`src/rtl/wb_burst_reader.sv`:
```
// Pipelined Wishbone read initiator streaming a word block out through a 16-entry FIFO; first word leaves 1 cycle after its ack.
// Backpressure: requests are issued only while FIFO fill plus outstanding reads is below depth, so read data is never dropped.
module wb_burst_reader #(
    parameter int ADDRESS_WIDTH  = 24,
    parameter int DATA_WIDTH     = 32,
    parameter int LEN_WIDTH      = 16,
    parameter int FIFO_DEPTH_POT = 4
) (
    input  logic                      sys_clk,
    input  logic                      external_resetn,
    input  logic                      start_i,
    input  logic [ADDRESS_WIDTH-1:0]  base_addr_i,
    input  logic [LEN_WIDTH-1:0]      len_i,
    output logic                      busy_o,
    output logic                      done_o,
    output logic                      err_o,
    output logic                      wb_cyc_o,
    output logic                      wb_stb_o,
    output logic                      wb_we_o,
    output logic [ADDRESS_WIDTH-1:0]  wb_addr_o,
    output logic [DATA_WIDTH/8-1:0]   wb_sel_o,
    output logic [DATA_WIDTH-1:0]     wb_wdata_o,
    input  logic [DATA_WIDTH-1:0]     wb_rdata_i,
    input  logic                      wb_ack_i,
    input  logic                      wb_err_i,
    input  logic                      wb_rty_i,
    input  logic                      wb_stall_i,
    output logic [DATA_WIDTH-1:0]     data_o,
    output logic                      valid_o,
    input  logic                      ready_i
);
    localparam int DEPTH = 1 << FIFO_DEPTH_POT;
    localparam int CW    = FIFO_DEPTH_POT + 1;

    typedef enum logic [1:0] {IDLE, REQ, WAIT} state_t;

    state_t                    state;
    logic [LEN_WIDTH-1:0]      req_left;
    logic [CW-1:0]             outst;
    logic [CW-1:0]             mem_count;
    logic [CW-1:0]             fifo_count;
    logic [FIFO_DEPTH_POT-1:0] wr_ptr;
    logic [FIFO_DEPTH_POT-1:0] rd_ptr;
    logic [DATA_WIDTH-1:0]     mem [DEPTH];
    logic                      accept;
    logic                      push;
    logic                      pop;
    logic                      load;
    logic                      abort;

    assign wb_we_o    = 1'b0;
    assign wb_sel_o   = '1;
    assign wb_wdata_o = '0;

    // Fill level counts the output register as well, so capacity is exactly DEPTH words.
    assign fifo_count = mem_count + CW'(valid_o);
    assign wb_stb_o   = (state == REQ) && (req_left != '0) &&
                        (({1'b0, fifo_count} + {1'b0, outst}) < (CW+1)'(DEPTH));
    assign accept     = wb_stb_o && !wb_stall_i;
    assign abort      = wb_cyc_o && (wb_err_i || wb_rty_i);
    assign push       = wb_cyc_o && wb_ack_i && !abort;
    assign pop        = valid_o && ready_i;
    assign load       = (mem_count != '0) && (!valid_o || ready_i);

    always_ff @(posedge sys_clk or negedge external_resetn) begin
        if (!external_resetn) begin
            state     <= IDLE;
            req_left  <= '0;
            outst     <= '0;
            wb_cyc_o  <= 1'b0;
            wb_addr_o <= '0;
            busy_o    <= 1'b0;
            done_o    <= 1'b0;
            err_o     <= 1'b0;
        end else begin
            done_o <= 1'b0;
            case (state)
                IDLE: begin
                    if (start_i) begin
                        err_o <= 1'b0;
                        if (len_i != '0) begin
                            state     <= REQ;
                            wb_cyc_o  <= 1'b1;
                            busy_o    <= 1'b1;
                            wb_addr_o <= base_addr_i;
                            req_left  <= len_i;
                            outst     <= '0;
                        end else begin
                            done_o <= 1'b1;
                        end
                    end
                end
                default: begin
                    if (abort) begin
                        state    <= IDLE;
                        wb_cyc_o <= 1'b0;
                        busy_o   <= 1'b0;
                        done_o   <= 1'b1;
                        err_o    <= 1'b1;
                        outst    <= '0;
                        req_left <= '0;
                    end else begin
                        if (accept) begin
                            wb_addr_o <= wb_addr_o + ADDRESS_WIDTH'(1);
                            req_left  <= req_left - LEN_WIDTH'(1);
                        end
                        outst <= outst + CW'(accept) - CW'(push);
                        if (state == REQ && accept && req_left == LEN_WIDTH'(1)) begin
                            state <= WAIT;
                        end
                        if (state == WAIT && push && outst == CW'(1)) begin
                            state    <= IDLE;
                            wb_cyc_o <= 1'b0;
                            busy_o   <= 1'b0;
                            done_o   <= 1'b1;
                        end
                    end
                end
            endcase
        end
    end

    // Output register refills from the array; no fall-through, so a push is visible one cycle later.
    always_ff @(posedge sys_clk or negedge external_resetn) begin
        if (!external_resetn) begin
            wr_ptr    <= '0;
            rd_ptr    <= '0;
            mem_count <= '0;
            valid_o   <= 1'b0;
            data_o    <= '0;
        end else begin
            if (push) begin
                wr_ptr <= wr_ptr + FIFO_DEPTH_POT'(1);
            end
            if (load) begin
                data_o <= mem[rd_ptr];
                rd_ptr <= rd_ptr + FIFO_DEPTH_POT'(1);
            end
            mem_count <= mem_count + CW'(push) - CW'(load);
            if (load) begin
                valid_o <= 1'b1;
            end else if (pop) begin
                valid_o <= 1'b0;
            end
        end
    end

    always_ff @(posedge sys_clk) begin
        if (push) begin
            mem[wr_ptr] <= wb_rdata_i;
        end
    end

`ifndef SYNTHESIS
    a_no_push_when_full: assert property (@(posedge sys_clk) disable iff (!external_resetn)
        !(push && fifo_count == CW'(DEPTH)));
`endif

endmodule

```
`config.mk`:
```
export PLATFORM = sky130hd
export DESIGN_NAME = wb_burst_reader
export DESIGN_NICKNAME = d
export VERILOG_FILES = /design/src/rtl/wb_burst_reader.sv
export SDC_FILE = /design/constraint.sdc
export NUM_CORES = 1
export LEC_CHECK = 0
export ABC_AREA = 1
export CAP_MARGIN = 20
export CORE_MARGIN = 3
export CORE_UTILIZATION = 35
export DETAILED_ROUTE_END_ITERATION = 8
export PLACE_DENSITY = 0.53
export REMOVE_ABC_BUFFERS = 1
export SLEW_MARGIN = 20
export SYNTH_ARGS = -nofsm -noshare
export SYNTH_HDL_FRONTEND = slang
export SYNTH_SLANG_ARGS = --single-unit
```
`constraint.sdc`:
```
create_clock -name sys_clk -period 4.7 [get_ports sys_clk]
set_clock_uncertainty 0.15 [all_clocks]
set_input_delay 0.94 -clock sys_clk [delete_from_list [all_inputs] [get_ports sys_clk]]
set_output_delay 0.94 -clock sys_clk [all_outputs]
set_load 0.02 [all_outputs]
```
==> run_results.csv, run 1 <==
group,metric,value,unit
place,dpl_cell_area,28460,µm²
worst_setup_path,required,3610,ps
logic_synthesis,synth_area_per_cell,11.56,µm²
sta,setup_tns,0,ps
logic_synthesis,syn_inst,2252,
floorplanning,die_h,278.7,µm
cells_and_area,final_common_cell,"edfxtp_1",
clock_network,cts-root-buf,"clkbuf_16",
worst_setup_path,cp_max_fo,3,
routing,postRouteAntennaNets,0,
grt,grt.total_usage,0.1784,
cells_and_area,nets,2486,
worst_setup_path,cp-end-kind,"output port",
routing,dr.pass1.iters,5,
cells_and_area,final_cell_mix,"edfxtp_1, nand2_1, nor2_1, o21ai_0, clkdlybuf4s50_1",
sta,max-slew-margin-rel,0.3342,
grt,grt_antenna_before_repair,2,
logic_synthesis,ys_top_cells_by_area,"edfxtp_1, dfrtp_1, nand2_1, nor2_1, o21ai_0",
logic_synthesis,async_flop_share,0.1579,
power_and_ir_drop,power.total,19.14,mW
worst_setup_path,crit_buf_inv,2,
sta,finalHoldViolCount,0,
clock_network,post_cts_resized,0,
place,dpl.cell_count,3265,
clock_network,htreeDepth,3,
logic_synthesis,seq_area_frac_synth,0.6829,
clock_network,holdBufCountCts,0,
place,hpwl,40.70,mm
worst_setup_path,reg2regPathDepth,18,
min_path,hp-class,"primary input to asynchronous set/reset pin",
routing,viasPerCell,5.177,
status,status,"finished, final reports clean",
worst_setup_path,crit_family,"adder cells",
grt,grt_pass1_vias,17460,
worst_setup_path,critical_path_class,"flip-flop to output port",
logic_synthesis,ys_types,44,
worst_setup_path,reg2reg_from,"mem_count[0]",
cells_and_area,fin_cells,3389,
clock_network,cts_tree,"done",
cells_and_area,finalInstanceArea,30720,µm²
sta,max_freq,233.4,MHz
logic_synthesis,synth.top_cell.area_share,0.5906,
worst_setup_path,crit_path_top_delay_cell,"clkdlybuf4s50_1",
sta,final-setup-viol-count,0,
floorplanning,coreArea,73330,µm²
routing,drt_iter0_markers,1413,
power_and_ir_drop,leakage,11.07,nW
floorplanning,start_util,0.3550,
worst_setup_path,critPathMostFrequentCell,"ha_1",
routing,routed-via-count,17550,
clock_network,clock_latency,620,ps
logic_synthesis,ys_ff_latch,608,
routing,wl_per_cell,20.65,µm
floorplanning,fp-row-count,99,
power_and_ir_drop,vdd_ir_drop_max,0.5893,mV
logic_synthesis,syn_area,26030,µm²
routing,routed_wl,69.97,mm
place,place_congestion,0.8413,
worst_setup_path,start_kind,"flip-flop",
sta,slew_viol_final,0,
routing,post-route-drc-count,0,
cells_and_area,synthToLayoutAreaGrowth,18.01,%
sta,rsz0062_at_grt,"no",
grt,grt_first_pass_wirelength,107.0,mm
logic_synthesis,synth_flop_cell,"edfxtp_1",
clock_network,clock_sinks,608,
clock_network,clock_path_buffers,3,
worst_setup_path,worst-path-stages,11,
place,portBuffers,141,
worst_setup_path,worstPathCellList,"ha_1 > ha_1 > nand2_1 > xor2_1 > inv_1 > ha_1 > nor3_1 > nand2_1 > a21oi_4 > and2_1 > clkdlybuf4s50_1",
sta,fin_crit,4284,ps
floorplanning,ios,179,
clock_network,numCtsBuffers,68,
worst_setup_path,critPathArrivalTime,3190,ps
grt,grt_overflow,0,
worst_setup_path,regToRegSetupSlack,1070,ps
floorplanning,die_w,278.7,µm
clock_network,cts_setup_buffers,0,
cells_and_area,drive_above_1_share,0.08193,
floorplanning,dieArea,77680,µm²
worst_setup_path,r2r_end,"outst[4]",
logic_synthesis,synth_edf_count,512,
sta,period_share,0.9115,
sta,timing.hold.ws,246.5,ps
logic_synthesis,synth.largest_area_cell,"edfxtp_1",
power_and_ir_drop,power_density,623.2,nW/µm²
logic_synthesis,yosys_warnings,0,
sta,worstMarginPinSlew,998.7,ps
worst_setup_path,critPathMaxStageDelay,600,ps
job,max_cap_viol_count,0,
clock_network,clkTransAtPathRegs,50,ps
grt,grt_max_degree,188,
[per-stage QoR]
stage               worst slack (ps)  utilization
global route                   208.4       0.4189
detailed placement             947.7       0.3881
CTS                            326.9       0.4189
floorplan                      -3706            -
global placement               931.5       0.3881
finish                         415.8       0.4189
[cells by family (layout without fill, tap and decap cells)]
group | Yosys count | in the layout | share of synthesized area
adder cells (fa/ha/maj) | 30 | 30 | 0.01500
AND/OR/NAND/NOR | 882 | 882 | 0.1380
flip-flops | 608 | 608 | 0.6829
buffers and inverters | 240 | 382 | 0.04494
other | 2 | 38 | 0.0002885
multiplexers | 22 | 22 | 0.008459
XOR/XNOR | 29 | 29 | 0.009757
AO/OA/AOI/OAI | 439 | 439 | 0.1006
[how the worst max path moves through the flow]
stage / start / endpoint / slack [ps]
after floorplan: rd_ptr[0] / data_o[10] / -3710
after global placement: valid_o / wb_stb_o / 930
after detailed placement: wb_rty_i / mem_count[4] / 950
after CTS: mem_count[0] / wb_stb_o / 330
after global routing: valid_o / wb_stb_o / 210
final: mem_count[0] / wb_stb_o / 420
[Yosys cell counts (22+ instances only)]
library cell,instances
o221ai_1,75
inv_1,73
o21ai_0,256
buf_2,44
dfrtp_1,96
nand3_1,103
o211ai_1,25
edfxtp_1,512
mux2i_1,22
o22ai_1,24
ha_1,28
buf_4,46
a21oi_1,29
nand2_1,386
nor2_1,348
clkbuf_1,59
[where the power goes]
part | total (mW) | internal [mW] | switching [mW] | leakage, nW
Clock | 5.33 | 3.13 | 2.20 | 1.10
Sequential | 6.91 | 6.43 | 0.482 | 5.79
Combinational | 6.90 | 2.25 | 4.65 | 4.18
[registers in the layout (all words and copies together) (netlist names)]
register and cells:
outst 5, valid_o 1, mem 512, state 2
wb_cyc_o 1, wb_addr_o 24, err_o 1, done_o 1
rd_ptr 4, data_o 32, wr_ptr 4, mem_count 5
req_left 16
[worst register-to-register path, stage by stage, from the launching register on]
cell,delay (ps)
dfrtp_1,410
ha_1,210
ha_1,200
nand2_1,70
xor2_1,140
inv_1,60
ha_1,270
nor3_1,190
nand2_1,120
a21oi_4,160
nand3_4,110
ha_1,290
inv_1,40
ha_1,190
fa_1,410
a21oi_1,170
o21bai_1,90
xor2_1,140
o21ai_0,140
[routing by layer]
metal  global-route usage  wire length, µm  vias up
li1                     -                -     8173
met2               0.2968            33870      463
met4              0.04687             1470        0
met5                    0                0        -
met1               0.2431            31050     8806
met3              0.03069             3581      103
[layout make-up]
type,instances,area (µm²)
antenna,1,2.502
clock buffer,91,1888
clock inverter,32,372.9
fill,6877,42610
inverter,78,302.8
multi-input combinational,1439,7336
sequential,608,17780
tap,959,1200
timing repair buffer,181,1834
Power figures use the tool's default switching activity.
==> inputs of run 2 (changes only) <==
--- a/config.mk
+++ b/config.mk
@@ -10,7 +10,8 @@
 export CORE_MARGIN = 3
 export CORE_UTILIZATION = 35
 export DETAILED_ROUTE_END_ITERATION = 8
-export PLACE_DENSITY = 0.53
+export DONT_BUFFER_PORTS = 1
+export PLACE_DENSITY = 0.5
 export REMOVE_ABC_BUFFERS = 1
 export SLEW_MARGIN = 20
 export SYNTH_ARGS = -nofsm -noshare
==> run_results.csv, run 2 (synthesized netlist as in run 1, its figures left out) <==
group,metric,value,unit
clock_network,cts_tree,"done",
sta,period_share,0.8381,
worst_setup_path,critPathArrivalTime,2850,ps
grt,busiest_layer,"met2",
clock_network,clock_sinks,608,
worst_setup_path,required,3610,ps
cells_and_area,largest_reg_flops,512,
sta,finalHoldViolCount,0,
floorplanning,die_w,278.7,µm
floorplanning,die_h,278.7,µm
status,status,"finished, final reports clean",
clock_network,clock_path_buffers,3,
clock_network,clkTransAtPathRegs,60,ps
routing,routed-via-count,16760,
cells_and_area,final_cell_mix,"edfxtp_1, nand2_1, nor2_1, o21ai_0, nand3_1",
grt,grt_first_pass_wirelength,103.5,mm
grt,grt_max_degree,97,
sta,fin_crit,3939,ps
sta,rsz0062_at_grt,"no",
routing,drt_iter0_markers,1373,
worst_setup_path,worstSetupEndpoint,"wb_stb_o",
clock_network,cts_setup_buffers,0,
routing,routed_wl,68.83,mm
cells_and_area,antennaDiodeCount,0,
sta,setup_tns,0,ps
clock_network,post_cts_resized,0,
job,max_cap_viol_count,0,
floorplanning,dieArea,77680,µm²
worst_setup_path,start_kind,"flip-flop",
routing,post-route-drc-count,0,
floorplanning,fp-row-count,99,
grt,grt_antenna_before_repair,1,
worst_setup_path,cp_max_fo,3,
sta,max-slew-margin-rel,0.3951,
routing,viasPerCell,5.156,
clock_network,numCtsBuffers,70,
cells_and_area,drive_above_1_share,0.08508,
grt,grt_pass1_vias,16450,
cells_and_area,regMostFlops,"mem",
power_and_ir_drop,power.total,18.38,mW
floorplanning,coreArea,73330,µm²
power_and_ir_drop,leakage,10.51,nW
min_path,hp-class,"primary input to asynchronous set/reset pin",
clock_network,cts-root-buf,"clkbuf_16",
place,portBuffers,0,
worst_setup_path,startpoint,"valid_o",
power_and_ir_drop,vdd_ir_drop_max,0.3609,mV
worst_setup_path,cp-end-kind,"output port",
routing,postRouteAntennaNets,0,
cells_and_area,synthToLayoutAreaGrowth,12.61,%
cells_and_area,fillers,6905,
floorplanning,start_util,0.3550,
worst_setup_path,reg2regPathDepth,18,
floorplanning,ios,179,
grt,use_met2,0.2912,
cells_and_area,largestRegisters,"mem: 512 flops, data_o: 32 flops, wb_addr_o: 24 flops",
sta,final-setup-viol-count,0,
worst_setup_path,regToRegSetupSlack,910,ps
routing,wl_per_cell,21.17,µm
worst_setup_path,critical_path_class,"flip-flop to output port",
worst_setup_path,reg2reg_from,"valid_o",
sta,slew_viol_final,0,
clock_network,htreeDepth,3,
grt,met1_usage,0.2354,
place,hpwl,38.25,mm
sta,max_freq,253.9,MHz
clock_network,clock_latency,610,ps
cells_and_area,final_common_cell,"edfxtp_1",
routing,dr.pass1.iters,5,
grt,grt.total_usage,0.1745,
sta,worstMarginPinSlew,907.3,ps
grt,grt.met3_usage,0.03487,
power_and_ir_drop,power_density,627.0,nW/µm²
place,place_congestion,0.8201,
clock_network,holdBufCountCts,1,
cells_and_area,nets,2348,
grt,grt_overflow,0,
worst_setup_path,r2r_end,"outst[4]",
## run 2: where the power goes
group	internal [mW]	switching, mW
sequential	6.42	0.932
combinational	1.80	3.99
clock	3.03	2.21
total	11.2	7.13
## run 2: critical path: stages, from the launching register on
cell	delay, ps
dfrtp_1	500
ha_1	280
ha_1	200
nand2_1	80
xor2_1	150
inv_1	60
ha_1	270
nor3_1	180
nand2_1	110
a21oi_4	170
and2_1	290
## run 2: layout make-up
cell class              instances  area (µm²)  area share
clock buffers                  88        1881     0.06415
inverters                      78       299.0     0.01020
clock inverters                38       335.3     0.01144
flip-flops and latches        608       17780      0.6067
well taps                     959        1200     0.04093
multi-input cells            1439        7336      0.2503
repair buffers                 41       478.0     0.01631
## run 2: stage by stage
step / std cells / utilization / hold WS [ps] / worst slack (ps) / instance area (µm²)
after global placement: 3124 / 0.3691 / 329.8 / 873.2 / 27070
final: 3251 / 0.3997 / 131.8 / 760.8 / 29310
after global routing: 3251 / 0.3997 / 150.3 / 523.9 / 29310
after CTS: 3251 / 0.3997 / 133.2 / 662.3 / 29310
after floorplan: 2125 / - / 313.5 / -3706 / 25290
after detailed placement: 3124 / 0.3691 / 337.3 / 864.0 / 27070
## run 2: how the worst min path moves through the flow
stage,startpoint,end,cells past startpoint
after global routing,external_resetn,data_o[15],1
after CTS,external_resetn,data_o[15],1
after detailed placement,state[1],state[1],2
after floorplan,state[0],state[0],2
after global placement,state[1],state[1],2
final,external_resetn,data_o[15],1
## run 2: layer usage
layer / up-vias / share of wire
li1: 7902 / -
met1: 8289 / 0.44
met2: 486 / 0.48
met3: 85 / 0.061
met4: 0 / 0.018
met5: - / 0
